==> src/rtl/game_state_manager.sv <==
// game_state_manager: score/lives/level/alien bookkeeping and play/freeze/game-over sequencing
module game_state_manager #(
  parameter int LIVES_INIT    = 3,
  parameter int ALIENS_TOTAL  = 40,
  parameter int ALIEN_POINTS  = 10,
  parameter int SHIP_POINTS   = 100,
  parameter int FREEZE_FRAMES = 60
) (
  input  logic        clk,
  input  logic        resetN,
  input  logic        startOfFrame,
  input  logic        startKey,
  input  logic        col_alien,
  input  logic        col_ship,
  input  logic        col_player,
  input  logic        invasion,
  output logic [2:0]  state,
  output logic [15:0] score,
  output logic [2:0]  lives,
  output logic [3:0]  level,
  output logic [5:0]  aliensLeft,
  output logic        freeze,
  output logic        playerHitPulse,
  output logic        levelUpPulse
);
  localparam logic [2:0] IDLE        = 3'd0;
  localparam logic [2:0] PLAY        = 3'd1;
  localparam logic [2:0] FREEZE      = 3'd2;
  localparam logic [2:0] LEVEL_CLEAR = 3'd3;
  localparam logic [2:0] GAMEOVER    = 3'd4;
  logic [2:0]  state_q, state_d, lives_q, lives_d;
  logic [15:0] score_q, score_d;
  logic [3:0]  level_q, level_d;
  logic [5:0]  aliens_q, aliens_d, aliens_nx;
  logic [7:0]  cnt_q, cnt_d;
  logic        freeze_q, hit_q, hit_d, lvl_q, lvl_d, start_q;
  logic [3:0]  flag_q, flag_d, col, acc;
  logic        start_edge, alien_hit, fatal, exit_cnt;
  logic [16:0] sum;
  assign col        = {invasion, col_player, col_ship, col_alien};
  assign acc        = col & (~flag_q | {4{startOfFrame}});
  assign flag_d     = acc | (flag_q & ~{4{startOfFrame}});
  assign start_edge = startKey & ~start_q;
  assign alien_hit  = acc[0] && aliens_q != 6'd0;
  assign aliens_nx  = aliens_q - 6'(alien_hit);
  assign fatal      = acc[2] && lives_q <= 3'd1;
  assign exit_cnt   = startOfFrame && cnt_q == 8'd1;
  assign sum        = {1'b0, score_q} + (alien_hit ? 17'(ALIEN_POINTS) : 17'd0) + (acc[1] ? 17'(SHIP_POINTS) : 17'd0);
  // Next-state rules for every game state; events only take effect in PLAY
  always_comb begin
    state_d  = state_q;
    score_d  = score_q;
    lives_d  = lives_q;
    level_d  = level_q;
    aliens_d = aliens_q;
    cnt_d    = cnt_q;
    hit_d    = 1'b0;
    lvl_d    = 1'b0;
    if (state_q == IDLE) begin
      state_d = start_edge ? PLAY : IDLE;
    end else if (state_q == PLAY) begin
      if (acc[3]) begin
        lives_d = 3'd0;
        state_d = GAMEOVER;
      end else begin
        score_d  = sum[16] ? 16'hFFFF : sum[15:0];
        aliens_d = aliens_nx;
        if (acc[2]) begin
          lives_d = fatal ? 3'd0 : lives_q - 3'd1;
          hit_d   = 1'b1;
        end
        if (fatal) begin
          state_d = GAMEOVER;
        end else if (alien_hit && aliens_nx == 6'd0) begin
          state_d = LEVEL_CLEAR;
          cnt_d   = 8'(FREEZE_FRAMES);
        end else if (acc[2]) begin
          state_d = FREEZE;
          cnt_d   = 8'(FREEZE_FRAMES);
        end
      end
    end else if (state_q == FREEZE || state_q == LEVEL_CLEAR) begin
      cnt_d = startOfFrame ? cnt_q - 8'd1 : cnt_q;
      if (exit_cnt) begin
        state_d = PLAY;
        if (state_q == LEVEL_CLEAR) begin
          level_d  = level_q == 4'd15 ? 4'd15 : level_q + 4'd1;
          aliens_d = 6'(ALIENS_TOTAL);
          lvl_d    = 1'b1;
        end
      end
    end else if (start_edge) begin
      state_d  = PLAY;
      score_d  = 16'd0;
      lives_d  = 3'(LIVES_INIT);
      level_d  = 4'd1;
      aliens_d = 6'(ALIENS_TOTAL);
    end
  end
  // State registers with asynchronous active-low reset; freeze tracks the next state so it is registered
  always_ff @(posedge clk or negedge resetN) begin
    if (!resetN) begin
      state_q  <= IDLE;
      score_q  <= 16'd0;
      lives_q  <= 3'(LIVES_INIT);
      level_q  <= 4'd1;
      aliens_q <= 6'(ALIENS_TOTAL);
      cnt_q    <= 8'd0;
      freeze_q <= 1'b1;
      hit_q    <= 1'b0;
      lvl_q    <= 1'b0;
      start_q  <= 1'b0;
      flag_q   <= 4'd0;
    end else begin
      state_q  <= state_d;
      score_q  <= score_d;
      lives_q  <= lives_d;
      level_q  <= level_d;
      aliens_q <= aliens_d;
      cnt_q    <= cnt_d;
      freeze_q <= state_d != PLAY;
      hit_q    <= hit_d;
      lvl_q    <= lvl_d;
      start_q  <= startKey;
      flag_q   <= flag_d;
    end
  end
  assign state          = state_q;
  assign score          = score_q;
  assign lives          = lives_q;
  assign level          = level_q;
  assign aliensLeft     = aliens_q;
  assign freeze         = freeze_q;
  assign playerHitPulse = hit_q;
  assign levelUpPulse   = lvl_q;
endmodule

==> config.mk <==
export PLATFORM = sky130hd
export DESIGN_NAME = game_state_manager
export DESIGN_NICKNAME = d
export VERILOG_FILES = /design/src/rtl/game_state_manager.sv
export SDC_FILE = /design/constraint.sdc
export NUM_CORES = 1
export LEC_CHECK = 0
export BUFFER_PORTS_ARGS = -buffer_cell sky130_fd_sc_hd__buf_2
export CAP_MARGIN = 20
export CORE_MARGIN = 8
export CORE_UTILIZATION = 47
export CTS_CLUSTER_SIZE = 12
export DETAILED_ROUTE_END_ITERATION = 16
export PLACE_DENSITY_LB_ADDON = 0.2
export SETUP_SLACK_MARGIN = 0.15
export SLEW_MARGIN = 25
export SYNTH_ARGS = -nofsm -noshare
export SYNTH_HDL_FRONTEND = slang
export SYNTH_SLANG_ARGS = --single-unit
==> constraint.sdc <==
create_clock -name clk -period 3.2 [get_ports clk]
set_input_delay 0.32 -clock clk [delete_from_list [all_inputs] [get_ports clk]]
set_output_delay 0.32 -clock clk [all_outputs]
set_load 0.005 [all_outputs]
# Word level (Yosys, flattened, before mapping)
# Cells that the tools add are included.
[op_classes] addsub=6 order_cmp=1 eq_ne=15 mux=50 bitwise_logic=10 reduce_logical=18
[ops] op="16-bit 2-to-1 mux" count=5
[ops] op="8-bit 2-to-1 mux" count=7
[ops] op="3-bit 2-to-1 mux" count=15
[ops] op="6-bit 2-to-1 mux" count=6
[ops] op="4-bit 2-to-1 mux" count=6
[ops] op="16-bit by 4-bit adder with 17-bit output" count=1
[ops] op="17-bit by 7-bit adder with 17-bit output" count=1
[ops] op="1-bit 2-to-1 mux" count=10
[ops] op="2-bit != test (second input constant)" count=5
[ops] op="5-bit AND reduction" count=2
[ops] op="3-bit != test (second input constant)" count=3
[ops] op="4-bit AND" count=2
[ops] op="8-bit by 1-bit == test with 1-bit output (second input constant)" count=1
[ops] op="4-bit NOT" count=2
[ops] op="4-bit bitwise OR" count=2
[ops] op="4-bit AND reduction" count=2
[ops] op="2-bit nonzero test" count=4
[ops] op="8-bit by 1-bit subtractor with 8-bit output (second input constant)" count=1
[ops] op="7-bit 2-to-1 mux" count=1
[ops] op="3-bit by 2-bit == test with 1-bit output (second input constant)" count=2
[ops] op="6-bit logical NOT" count=1
[ops] op="6-bit AND reduction" count=1
[ops] op="6-bit nonzero test" count=1
[ops] op="6-bit by 1-bit subtractor with 6-bit output" count=1
[ops] op="other kinds (13)" count=18
[word_totals] ff_bits=48 input_bits=8 out_inout_bits=35 elab_cells=111

# Logic depth before layout (Yosys ltp)
[depth] ltp_word=13 depth_mapped=11 mapped_depth_nobuf=10

# Worst setup path after synthesis
# OpenSTA, ideal clock, no wires.
[synth_path] path_kind="reg-to-reg" start="register aliens_q[5], in the netlist aliensLeft[5]" end="register cnt_q[2]" t_arrival_ns=2.707 slack_ns=0.424 path_stages_with_launch=11 synth_period_minus_slack_ns=2.776 cell_sequence="dfstp_2 nor4_1 a211oi_1 ha_1 or3b_4 xnor2_1 nand4_1 o21a_1 clkbuf_2 or3_1 nand3_1"
[synth_via] elab_chain_len=9 elab_cells_between_ends=11 cone_classes="1 x add/sub; 1 x eq/ne; 4 x mux; 5 x reduce/logical"
[synth_rtl] element="start, declared" line="34" text="logic [5:0] aliens_q, aliens_d, aliens_nx;"
[synth_rtl] element="start signal, assigned" line="107" text="aliens_q <= 6'(ALIENS_TOTAL);"
[synth_rtl] element="start signal, assigned" line="119" text="aliens_q <= aliens_d;"
[synth_rtl] element="6-bit nonzero test" line="44" text="assign alien_hit = acc[0] && aliens_q != 6'd0;"
[synth_rtl] element="1-bit logical AND" line="44"
[synth_rtl] element="6-bit by 1-bit subtractor with 6-bit output" line="45" text="assign aliens_nx = aliens_q - 6'(alien_hit);"
[synth_rtl] element="6-bit logical NOT" line="74" text="end else if (alien_hit && aliens_nx == 6'd0) begin"
[synth_rtl] element="1-bit logical AND *" line="74"
[synth_rtl] element="8-bit 2-to-1 mux" line="74"
[synth_rtl] element="8-bit 2-to-1 mux" line="72" text="if (fatal) begin"
[synth_rtl] element="8-bit 2-to-1 mux" line="62" text="if (acc[3]) begin"
[synth_rtl] element="8-bit 2-to-1 mux" line="61" text="end else if (state_q == PLAY) begin"
[synth_rtl] element="end signal, assigned" line="120" text="cnt_q <= cnt_d;"
[synth_rtl] element="end, declared" line="35" text="logic [7:0] cnt_q, cnt_d;"
# Every way passes the cells marked *; elsewhere a longest branch is shown, timed or not. The select of a mux whose other input is x is not followed.
# A chain may end at the register's enable or synchronous reset.

# Final worst setup path
[layout_path] start="register aliens_q[3], in the netlist aliensLeft[3]" end="register cnt_q[7]"
# Same word-level chain as after synthesis.

==> run_results.csv <==
group,metric,value,unit
timing,min_period_over_period,0.8815,
synthesis,synth_nets,315,
setup_path,worstPathMaxFanout,13,
timing,final_max_slew_viol_count,0,
setup_path,worstSetupPathType,"reg -> reg",
drt,num_vias,2320,
synthesis,synth-seq-cells,48,
floorplanning,rows,28,
timing,setup_viol,0,
setup_path,cp-start-kind,"flip-flop",
synthesis,synth_top_cell_by_area,"dfrtp_1",
cts,root_buffer,"clkbuf_8",
timing,finalCriticalPeriod,2.821,ns
timing,skew,0.004592,ns
cells_and_area,antennaDiodeCount,0,
synthesis,synth_cell_type_count,52,
synthesis,synthFlopType,"dfrtp_1",
grt,grt_max_degree,49,
cts,numCtsBuffers,5,
cts,clock_path_buffers,2,
drt,drt-total-wl,6346,um
drt,drt_iter0_drc,115,
cts,cts_tree,"yes",
power,vdd_ir_drop_max,0.2990,mV
placed_design,port_buffers,42,
grt,grt_pass1_wl,10900,um
drt,postRouteAntennaNets,0,
cts,clock_latency,0.30,ns
floorplanning,die-height,92.46,um
status,status,"complete, no violations",
timing,hold_violations,0,
cts,clock-sinks,48,
synthesis,async_flop_share,1.000,
drt,drcViolationCount,0,
floorplanning,die_area,8549,um^2
synthesis,ys_warn_count,0,
cts,cts_max_level,2,
synthesis,yosys-top-cells-area,"dfrtp_1, dfstp_2, ha_1, o21ai_0, nand3_1",
power,power_density,723.2,nW/um^2
power,total_leakage_power,1.464,nW
run,drv_cap,0,
synthesis,syn-instance-count,294,
cells_and_area,syn_to_final_growth,14.75,%
drt,wl_per_cell,15.37,um
placed_design,gp_congestion,0.8275,
floorplanning,fp.dieW,92.46,um
grt,grt_antenna_before_repair,0,
cells_and_area,nNetsFinal,358,
placed_design,hpwl,4575,um
synthesis,synth_top_area_frac,0.3825,
grt,grt_overflow,0,
synthesis,synth-edff-count,0,
synthesis,ys_seq_area_frac,0.4399,
timing,fmax,354.5,MHz
grt,track_usage,0.1553,
timing,tns,0,ns
drt,firstDrtPassIters,4,
timing,tightest_slew,0.6505,ns
synthesis,syn_area,2748,um^2
setup_path,r2r_setup_slack,0.38,ns
setup_path,cp.required,3.43,ns
drt,viasPerCell,5.617,
floorplanning,ios,43,
cells_and_area,drive_gt1_frac,0.2160,
floorplanning,core_area,5781,um^2
cells_and_area,fillCellCount,566,
timing,rsz0062_at_grt,"false",
power,total_power,2.280,mW
cts,clk_pin_slew,0.09,ns
setup_path,worstPathArrival,3.05,ns
synthesis,syn_avg_cell_area,9.346,um^2
grt,grt_pass1_vias,2257,
worst_hold_path,hold_path.class,"in -> async",
floorplanning,start_util,0.4753,
timing,relSlewSlack,0.5643,
setup_path,critPathCaptureType,"flip-flop",
[registers in the layout (all words and copies together) (netlist names)]
signal / cells
level: 4
freeze: 1
aliensLeft: 6
state: 3
lives: 3
flag_q: 4
score: 16
start_q: 1
cnt_q: 8
playerHitPulse: 1
levelUpPulse: 1
[power by group]
| part | switching [mW] | leakage (nW) | internal (mW) |
|---|---|---|---|
| Clock | 0.197 | 0.0455 | 0.177 |
| Sequential | 0.197 | 0.604 | 0.787 |
| Combinational | 0.510 | 0.815 | 0.413 |
[cell usage in the layout, fill, tap and decap left out, types with 5 or more instances in the layout]
master / instances
dfrtp_1: 42
buf_2: 41
nand2_1: 25
o21ai_0: 23
nand3_1: 18
nor2_1: 17
a21oi_1: 16
inv_1: 15
ha_1: 12
o211ai_1: 10
nand2b_1: 8
and2_1: 7
nor2b_1: 6
a31oi_1: 6
or3_1: 6
dfstp_2: 6
clkbuf_8: 6
o21a_1: 5
buf_4: 5
[repair_timing]
action / CTS / global route
resized for setup: 0 / 5
hold endpoints to repair: 0 / 0
hold buffers: 0 / 0
endpoints found under the setup margin: 0 / 10
buffers inserted: 0 / 1
[cells in the mapped netlist, types with 2 or more instances]
master / count
a211oi_1: 2
a21boi_0: 2
a21o_1: 4
a21oi_1: 16
a31oi_1: 6
a41oi_1: 2
and2_1: 7
and3_1: 2
clkbuf_1: 6
clkbuf_2: 2
dfrtp_1: 42
dfstp_2: 6
ha_1: 12
inv_1: 15
mux2_2: 2
nand2_1: 25
nand2b_1: 8
nand3_1: 19
nand3b_1: 2
nand4_1: 3
nand4b_1: 2
nor2_1: 17
nor2b_1: 6
nor3_1: 4
nor3b_1: 2
o211a_1: 2
o211ai_1: 10
o21a_1: 6
o21ai_0: 23
o21bai_1: 2
o311ai_0: 3
o31ai_1: 2
or2_2: 3
or3_1: 6
or3b_4: 2
xnor2_1: 4
xor2_1: 2
[routing by layer]
metal  GRT usage  vias up  part of all wire
met4     0.04564        0             0.011
met2      0.2396       49              0.45
met5           0        -                 0
met1      0.2085     1116              0.48
li1            -     1149                 -
met3     0.04126        6             0.051
[metrics by stage]
step	area [um^2]	setup slack (ns)	hold WS, ns	instances	util
floorplan	2748	0.4242	0.02441	294	-
global placement	3029	0.3477	0.4416	404	0.5240
detailed placement	3032	0.3030	0.3845	404	0.5245
CTS	3122	0.2793	0.04884	412	0.5400
global route	3153	0.1779	0.07664	413	0.5455
finish	3153	0.3791	0.03134	413	0.5455
[worst max-delay path: stages (launching register included)]
cell and delay [ns]:
dfstp_2 0.57, nor2_1 0.07, a211oi_2 0.26, ha_1 0.20, or3b_4 0.40, xnor2_1 0.19, nand4_1 0.24, o21a_4 0.33
or3_1 0.35, a21oi_1 0.14
[cell type report]
cell class | instances | area [um^2] | area share
Inverter | 15 | 56.30 | 0.01786
Timing Repair Buffer | 46 | 242.7 | 0.07698
Tap cell | 75 | 93.84 | 0.02976
Sequential cell | 48 | 1209 | 0.3833
Clock buffer | 8 | 90.09 | 0.02857
Multi-Input combinational cell | 221 | 1461 | 0.4635
[worst paths after layout]
path / cells after the start / endpoint / start
min reg2reg: 2 / flag_q[1]$_DFF_PN0_ / flag_q[1]$_DFF_PN0_
max in group asynchronous: 1 / aliensLeft[2]$_DFFE_PN0P_ / resetN
min: 1 / lives[2]$_DFFE_PN0P_ / resetN
max: 9 / cnt_q[7]$_DFFE_PN0P_ / aliensLeft[3]$_DFFE_PN1P_
min in group clk: 1 / start_q$_DFF_PN0_ / startKey
max reg2reg: 9 / cnt_q[7]$_DFFE_PN0P_ / aliensLeft[3]$_DFFE_PN1P_
[logic make-up (layout without fill, tap and decap cells)]
kind of cell             count (synthesis)  in the layout  share of synthesized area
AND/OR/NAND/NOR                        114            114                     0.2277
AO/OA/AOI/OAI                           86             86                     0.2063
flip-flops                              48             48                     0.4399
buffers and inverters                   25             69                    0.03688
adder cells (fa/ha/maj)                 13             13                    0.06193
XOR/XNOR                                 6              6                    0.01913
multiplexers                             2              2                   0.008196
Note: power is estimated with default switching activity, not from simulation.
